==> config.mk <==
export PLATFORM = sky130hd
export DESIGN_NAME = vaddr_offset_issuer
export DESIGN_NICKNAME = d
export VERILOG_FILES = /design/src/rtl/memops_offset_pkg.sv /design/src/rtl/ndp_wait_timer.sv /design/src/rtl/vaddr_offset_issuer.sv
export SDC_FILE = /design/constraint.sdc
export NUM_CORES = 1
export LEC_CHECK = 0
export BUFFER_PORTS_ARGS = -buffer_cell sky130_fd_sc_hd__buf_2
export CAP_MARGIN = 20
export CORE_AREA = 5 5 167 105
export DETAILED_ROUTE_END_ITERATION = 8
export DIE_AREA = 0 0 172 110
export PLACE_DENSITY = 0.88
export SYNTH_ARGS = -nofsm -noshare
export SYNTH_HDL_FRONTEND = slang
export SYNTH_SLANG_ARGS = --single-unit
export TNS_END_PERCENT = 30
==> constraint.sdc <==
create_clock -name clk -period 2.6 [get_ports clk]
set_clock_uncertainty 0.2 [all_clocks]
set_input_delay 0.52 -clock clk [delete_from_list [all_inputs] [get_ports clk]]
set_output_delay 0.52 -clock clk [all_outputs]
set_load 0.02 [all_outputs]
==> src/rtl/memops_offset_pkg.sv <==
// Shared types for the vaddr offset issuer: state encoding, response codes
// and the latched command payload.
package memops_offset_pkg;

  localparam int unsigned OFFSET_W = 64;
  localparam int unsigned STATE_W  = 3;
  localparam int unsigned STATUS_W = 2;

  typedef enum logic [STATE_W-1:0] {
    S_IDLE      = 3'd0,
    S_SEND_A    = 3'd1,
    S_GAP       = 3'd2,
    S_SEND_B    = 3'd3,
    S_WAIT_DONE = 3'd4,
    S_RESP      = 3'd5
  } issuer_state_e;

  localparam logic [STATUS_W-1:0] ST_OK        = 2'b00;
  localparam logic [STATUS_W-1:0] ST_TIMEOUT   = 2'b01;
  localparam logic [STATUS_W-1:0] ST_COLLAPSED = 2'b10;
  localparam logic [STATUS_W-1:0] ST_ABORT     = 2'b11;

  // Offset A is forwarded straight from the command bus, so only B is kept.
  typedef struct packed {
    logic [OFFSET_W-1:0] off_b;
    logic                two;
    logic                collapse;
  } issue_cmd_t;

  // Responses that count as a completed operation.
  function automatic logic status_completes(input logic [STATUS_W-1:0] st);
    return (st == ST_OK) || (st == ST_COLLAPSED);
  endfunction

endpackage

==> src/rtl/ndp_wait_timer.sv <==
// Cycle timer: expire is high in the cycle when the count since the last
// clear reaches TIMEOUT_CYCLES-1. TIMEOUT_CYCLES=0 never expires.
module ndp_wait_timer #(
  parameter int unsigned TIMEOUT_CYCLES = 1024
) (
  input  logic clk,
  input  logic aresetn,
  input  logic clear,
  input  logic enable,
  output logic expire
);

  localparam int unsigned CW      = (TIMEOUT_CYCLES > 2) ? $clog2(TIMEOUT_CYCLES) : 1;
  localparam bit          ENABLED = (TIMEOUT_CYCLES != 0);
  localparam logic [CW-1:0] LIMIT = ENABLED ? CW'(TIMEOUT_CYCLES - 1) : '0;

  logic [CW-1:0] count;
  logic [CW-1:0] count_inc;

  assign count_inc = count + CW'(1);

  // expire is registered, so it is precomputed from the value count is about to take.
  always_ff @(posedge clk) begin
    if (!aresetn) begin
      count  <= '0;
      expire <= 1'b0;
    end else if (clear) begin
      count  <= '0;
      expire <= ENABLED && (LIMIT == '0);
    end else if (enable) begin
      count  <= count_inc;
      expire <= ENABLED && (count_inc == LIMIT);
    end
  end

endmodule

==> src/rtl/vaddr_offset_issuer.sv <==
// Transmit side of the vaddr offset handshake: issues one or two offset
// pulses per command, waits for ndp_done and returns a status response.
module vaddr_offset_issuer
  import memops_offset_pkg::*;
#(
  parameter int unsigned GAP_CYCLES     = 0,
  parameter int unsigned TIMEOUT_CYCLES = 1024,
  parameter int unsigned CNT_W          = 32
) (
  input  logic                clk,
  input  logic                aresetn,
  input  logic                cmd_valid,
  output logic                cmd_ready,
  input  logic [OFFSET_W-1:0] cmd_off_a,
  input  logic [OFFSET_W-1:0] cmd_off_b,
  input  logic                cmd_two,
  output logic [OFFSET_W-1:0] offset,
  output logic                offset_valid,
  input  logic                ndp_done,
  output logic                rsp_valid,
  output logic [STATUS_W-1:0] rsp_status,
  output logic                busy,
  output logic [CNT_W-1:0]    ops_completed
);

  localparam bit HAS_GAP = (GAP_CYCLES != 0);

  issuer_state_e state, state_d;
  issue_cmd_t    cmd_q;
  logic          accept, need_b;
  logic          gap_run, wait_run, gap_expire, wait_expire;

  logic                cmd_ready_d, busy_d, offset_valid_d, rsp_valid_d;
  logic [OFFSET_W-1:0] offset_d;
  logic [STATUS_W-1:0] rsp_status_d;
  logic [CNT_W-1:0]    ops_d;

  assign accept   = cmd_valid & cmd_ready;
  assign need_b   = cmd_q.two & ~cmd_q.collapse;
  assign gap_run  = (state == S_GAP);
  assign wait_run = (state == S_WAIT_DONE);

  ndp_wait_timer #(.TIMEOUT_CYCLES(GAP_CYCLES)) u_gap_timer (
    .clk     (clk),
    .aresetn (aresetn),
    .clear   (!gap_run),
    .enable  (gap_run),
    .expire  (gap_expire)
  );

  ndp_wait_timer #(.TIMEOUT_CYCLES(TIMEOUT_CYCLES)) u_wait_timer (
    .clk     (clk),
    .aresetn (aresetn),
    .clear   (!wait_run),
    .enable  (wait_run),
    .expire  (wait_expire)
  );

  always_ff @(posedge clk) begin
    if (!aresetn) state <= S_IDLE;
    else          state <= state_d;
  end

  // ndp_done before WAIT_DONE aborts; in WAIT_DONE it beats a same-cycle timeout.
  always_comb begin
    state_d = state;
    case (state)
      S_IDLE:      if (accept) state_d = S_SEND_A;
      S_SEND_A: begin
        if (ndp_done)    state_d = S_RESP;
        else if (need_b) state_d = HAS_GAP ? S_GAP : S_SEND_B;
        else             state_d = S_WAIT_DONE;
      end
      S_GAP: begin
        if (ndp_done)        state_d = S_RESP;
        else if (gap_expire) state_d = S_SEND_B;
      end
      S_SEND_B:    state_d = ndp_done ? S_RESP : S_WAIT_DONE;
      S_WAIT_DONE: if (ndp_done || wait_expire) state_d = S_RESP;
      S_RESP:      state_d = S_IDLE;
      default:     state_d = S_IDLE;
    endcase
  end

  // Output values for the next cycle, derived from the state being entered.
  always_comb begin
    cmd_ready_d    = (state_d == S_IDLE);
    busy_d         = (state_d != S_IDLE);
    offset_valid_d = 1'b0;
    offset_d       = offset;
    rsp_valid_d    = 1'b0;
    rsp_status_d   = rsp_status;
    ops_d          = ops_completed;
    case (state_d)
      S_SEND_A: begin
        offset_valid_d = 1'b1;
        offset_d       = cmd_off_a;
      end
      S_SEND_B: begin
        offset_valid_d = 1'b1;
        offset_d       = cmd_q.off_b;
      end
      S_RESP: begin
        rsp_valid_d = 1'b1;
        if (state == S_WAIT_DONE) begin
          if (ndp_done) rsp_status_d = cmd_q.collapse ? ST_COLLAPSED : ST_OK;
          else          rsp_status_d = ST_TIMEOUT;
        end else begin
          rsp_status_d = ST_ABORT;
        end
        if (status_completes(rsp_status_d)) ops_d = ops_completed + CNT_W'(1);
      end
      default: ;
    endcase
  end

  always_ff @(posedge clk) begin
    if (!aresetn) begin
      cmd_q <= '0;
    end else if (accept) begin
      cmd_q.off_b    <= cmd_off_b;
      cmd_q.two      <= cmd_two;
      cmd_q.collapse <= cmd_two && (cmd_off_a == cmd_off_b);
    end
  end

  always_ff @(posedge clk) begin
    if (!aresetn) begin
      cmd_ready     <= 1'b0;
      busy          <= 1'b0;
      offset        <= '0;
      offset_valid  <= 1'b0;
      rsp_valid     <= 1'b0;
      rsp_status    <= '0;
      ops_completed <= '0;
    end else begin
      cmd_ready     <= cmd_ready_d;
      busy          <= busy_d;
      offset        <= offset_d;
      offset_valid  <= offset_valid_d;
      rsp_valid     <= rsp_valid_d;
      rsp_status    <= rsp_status_d;
      ops_completed <= ops_d;
    end
  end

endmodule

Word level (Yosys, flattened, before mapping) --
Cells that the tools add are included.
Word-level totals: register bits after elaboration 182, output and inout port bits 102, logic and storage cells 53
Cells by class: $add $sub $neg 2, equal/unequal tests 10, muxes and demuxes 14, bitwise gates (word level) 3, reductions and logical operators 11
Operators with widths (count):
- 64-bit one-hot mux with 2 select lines | 1
- 64-bit == test | 1
- 32-bit by 1-bit adder with 32-bit output (second input constant) | 1
- 3-bit two-way mux | 5
- 3-bit one-hot mux with 5 select lines | 1
- 10-bit by 1-bit adder with 10-bit output (second input constant) | 1
- 10-bit == test (second input constant) | 1
- 3-bit by 2-bit == test with 1-bit output (second input constant) | 3
- 2-bit two-way mux | 4
- 3-bit by 1-bit == test with 1-bit output (second input constant) | 2
- 3-bit == test (second input constant) | 2
- 3-bit logical NOT | 2
- 2-bit AND reduction | 2
- 1-bit two-way mux | 3
- 3-bit nonzero test | 1
- 1-bit AND | 2
- 2-bit == test (second input constant) | 1
- 2-bit logical NOT | 1
- 1-bit logical OR | 2
- 2-bit nonzero test | 1
- 2-bit OR reduction | 1
- 1-bit logical AND | 1
- 1-bit NOT | 1

Logic depth before layout (Yosys ltp) --
depth in word-level cells 10, gate-level depth with buffers 8

By module --
A second synthesis with hierarchy kept.
Unflattened totals: cells, all modules 948, area, all modules 8301.7 um2
By module, submodules not included:
- vaddr_offset_issuer | instances 1, cells an instance 873, area each 7654.8 um2
- ndp_wait_timer at u_wait_timer | instances 1, cells an instance 73, area each 635.6 um2
- ndp_wait_timer at u_gap_timer | instances 1, cells an instance 2, area each 11.3 um2

Worst setup path before layout --
No wires, ideal clock.
kind input to register, from input port ndp_done, to register offset[10], setup time 0.086 ns, arrival time 1.733 ns, required time 2.314 ns, path slack 0.581 ns, cell stages on the path 7, path buffers 2, path through nor4b_1 o21ai_1 a221oi_2 buf_4 buf_6 nor2_1 a211oi_1
Between the ends: cells in the longest elaborated chain, start to end 5, elaborated cells between the ends (all ways) 10, classes of those cells eq/ne (2); mux (6); reduce/logical (2)
RTL lines:
- start, declared | RTL line vaddr_offset_issuer.sv:19 | input logic ndp_done,
- 1-bit logical OR | RTL line vaddr_offset_issuer.sv:79 | S_WAIT_DONE: if (ndp_done || wait_expire) state_d = S_RESP;
- 3-bit two-way mux | RTL line vaddr_offset_issuer.sv:79
- 3-bit one-hot mux with 5 select lines (*) | RTL line vaddr_offset_issuer.sv:67 | case (state)
- 3-bit by 2-bit == test with 1-bit output or 3-bit by 1-bit == test with 1-bit output (tied branches) | RTL line vaddr_offset_issuer.sv:94 | case (state_d)
- 64-bit one-hot mux with 2 select lines or 2-bit nonzero test (tied branches)
- end signal, assigned | RTL line vaddr_offset_issuer.sv:139 | offset <= offset_d;
- end, declared | RTL line vaddr_offset_issuer.sv:17 | output logic [OFFSET_W-1:0] offset,
Every way passes the cells marked *; elsewhere a longest branch is shown, timed or not. A chain may end at the register's enable or synchronous reset.

Worst setup path after layout --
from register state[1], to register offset[62]
Between the ends: cells in the longest elaborated chain, start to end 4, elaborated cells between the ends (all ways) 13, classes of those cells eq/ne (6); mux (5); reduce/logical (2)
RTL lines:
- start, declared | RTL line vaddr_offset_issuer.sv:28 | issuer_state_e state, state_d;
- start signal, assigned | RTL line vaddr_offset_issuer.sv:61 | else state <= state_d;
- 3-bit == test, or another cell as far along | RTL line vaddr_offset_issuer.sv:67
- 3-bit one-hot mux with 5 select lines (*) | RTL line vaddr_offset_issuer.sv:67
- 3-bit by 2-bit == test with 1-bit output or 3-bit by 1-bit == test with 1-bit output (tied branches) | RTL line vaddr_offset_issuer.sv:94
- 64-bit one-hot mux with 2 select lines or 2-bit nonzero test (tied branches)
Marked as above.

==> metrics.cfg <==
[sta]
tns_ps = 0
hold_viol = 0
min_period_ps = 2360
setup_slack_ps = 245
period_share_pct = 90.6
finalSetupViolations = 0
drv_slew = 0
rsz0062_at_grt = false
fmaxAchievable_mhz = 425
slew_headroom_pct = 48.4
tightest_slew_ps = 771

[hold_path]
hold_class = in -> reg

[cts]
clkTransAtPathRegs_ps = 70
postCtsSetupBuffers = 0
cts_buffers = 17
cts-htree-levels = 4
cts_hold_buf = 0
insertion_delay_ps = 420
cts_root_buffer = clkbuf_16
cts_tree = done
clockBufferDepth = 2
cts-resized-gates = 0
clock-sinks = 182

[synth]
yosysWarnings = 0
avgSynthCellArea_um2 = 8.76
yosysSeqAreaShare_pct = 45.2
yosys_register_bits = 182
synthDistinctLibCells = 40
synth_edf_count = 0
synth_area_um2 = 8060
syn_nets = 1056
syn_inst = 920
synth-async-reset-ratio_pct = 0
synth_ff_type = dfxtp_1

[layout]
final_common_cell = buf_2
layout.nets = 1271
drive_gt1_share_pct = 25.7
final_cell_mix = buf_2, dfxtp_1, nand2_1, nor2_1, xnor2_1
area_growth_pct = 25.5
fillers = 1312
antenna_cells = 0

[floorplanning]
die_w_um = 172
die_y_um = 110
start_util_pct = 50.8
dieArea_um2 = 18900
pin_count = 235
rows = 36
fp.coreArea_um2 = 15900

[drt]
vias = 7448
drc = 0
drt_pass1_iterations = 4
detail_route.wl_per_cell_um = 18.1
wl_um = 24500
ant_nets = 0
drt_iter0_drc = 671
viasPerCell = 5.49

[global_routing]
antenna_found_initial = 0
grtUsageTotal_pct = 24.9
grt_max_degree = 60
grt-ovfl-total = 0
grt_pass1_wl_um = 36200
grt_pass1_vias = 6778

[setup_path]
cp-end-kind = register
slowest_delay_ps = 640
crit_chain = nor3b_1 -> o21ai_4 -> buf_12 -> mux2i_1 -> a211oi_1
critPathSlowestCell = o21ai_4
cp-start-kind = register
critical_path_class = reg -> reg
crit_fanout = 30
arrival_ps = 2450
critPathRequiredTime_ps = 2700

[job]
drv_cap = 0

[placement]
place_hpwl_um = 18400
gp_routability_congestion = 0.868
dp_slack_ps = 111
port_buffers = 234

[power]
combPwrFrac_pct = 32.6
seq_power_share_pct = 38.9
clkPwrFrac_pct = 28.5
switchingPower_w = 0.00346
powerDensity_nw_per_um2 = 934
internal-power_w = 0.00598
swShare_pct = 36.7
peakVddDrop_mv = 0.593
leakage_nw = 4.52

[run_status]
status = finished, final reports clean

[path summary, 6_finish.rpt]
| path | from | to | slack, ps | cells after the start |
|---|---|---|---|---|
| max reg2reg | state[1] | offset[62] | 240 | 5 |
| min | cmd_off_b[41] | cmd_q[43] | 150 | 3 |
| max | state[1] | offset[62] | 240 | 5 |
| min reg2reg | cmd_q[42] | cmd_q[42] | 260 | 2 |
[synth_stat cells, drive strengths merged, types with 2 or more instances]
library cell	count	area share, %
xnor2	80	8.7
xor2	21	2.3
ha	3	0.47
nand3	16	0.99
nor2	111	5.2
dfxtp	182	45
and3	3	0.23
buf	28	2.2
nor3	8	0.50
a211oi	65	6.1
nand4	29	2.4
a21oi	71	4.4
nor2b	2	0.16
nand2	146	6.8
and4	8	0.87
inv	8	0.37
nor4	11	0.85
or3	4	0.31
and2	7	0.54
o21ai	8	0.50
mux2i	65	8.1
clkbuf	31	1.4
[critical path: cells and delay by family (launching register included)]
family / cells / cell delay [ps]
AO/OA/AOI/OAI: 2 / 750
AND/OR/NAND/NOR: 1 / 130
flip-flops: 1 / 500
multiplexers: 1 / 300
buffers and inverters: 1 / 330
[routing by layer]
metal | up-vias | share of wire, % | global-route usage [%]
li1 | 3604 | - | -
met2 | 317 | 44 | 38.5
met1 | 3500 | 45 | 35.3
met4 | 0 | 1.4 | 5.72
met3 | 27 | 9.2 | 6.27
met5 | - | 0 | 0
[final cells by class]
cell class	count	area [µm²]	area share [%]
Sequential cell	182	3640	36.0
Inverter	8	32.5	0.322
Multi-Input combinational cell	671	4120	40.7
Clock buffer	19	453	4.48
Tap cell	209	262	2.59
Timing Repair Buffer	255	1440	14.3
Clock inverter	13	163	1.61
[metrics by stage]
stage                     power (W)  area [µm²]  hold slack (ps)  util, %  cells
after global placement      0.00670        9500              241     59.9   1325
after floorplan             0.00564        8060              236        -    920
final                       0.00944       10100              148     63.8   1357
after CTS                   0.00946       10100              131     63.8   1357
after global routing        0.00991       10100              134     63.8   1357
after detailed placement    0.00680        9500              246     59.9   1325
[cell families (layout without fill, tap and decap cells)]
logic type	Yosys count	count (layout)	share of synthesized area [%]
compound gates	150	150	11.7
xor+xnor	101	101	11.0
fa+ha+maj	3	3	0.466
buf+inv	67	295	4.02
flops	182	182	45.2
mux	65	65	8.07
simple gates	352	352	19.6
[power by group through the flow]
stage	clock network [W]	logic [W]	registers, W
floorplan	0	0.00142	0.00422
global placement	0	0.00300	0.00370
detailed placement	0	0.00308	0.00372
CTS	0.00272	0.00308	0.00366
global route	0.00284	0.00334	0.00372
finish	0.00269	0.00308	0.00367
[flip-flops by register name, indices dropped and copies added, names as in the netlist]
signal               cells
u_wait_timer.expire      1
ops_completed           32
cmd_ready                1
busy                     1
u_wait_timer.count      10
offset_valid             1
rsp_valid                1
state                    3
cmd_q                   66
offset                  64
rsp_status               2
(Power assumes the default switching activity.)
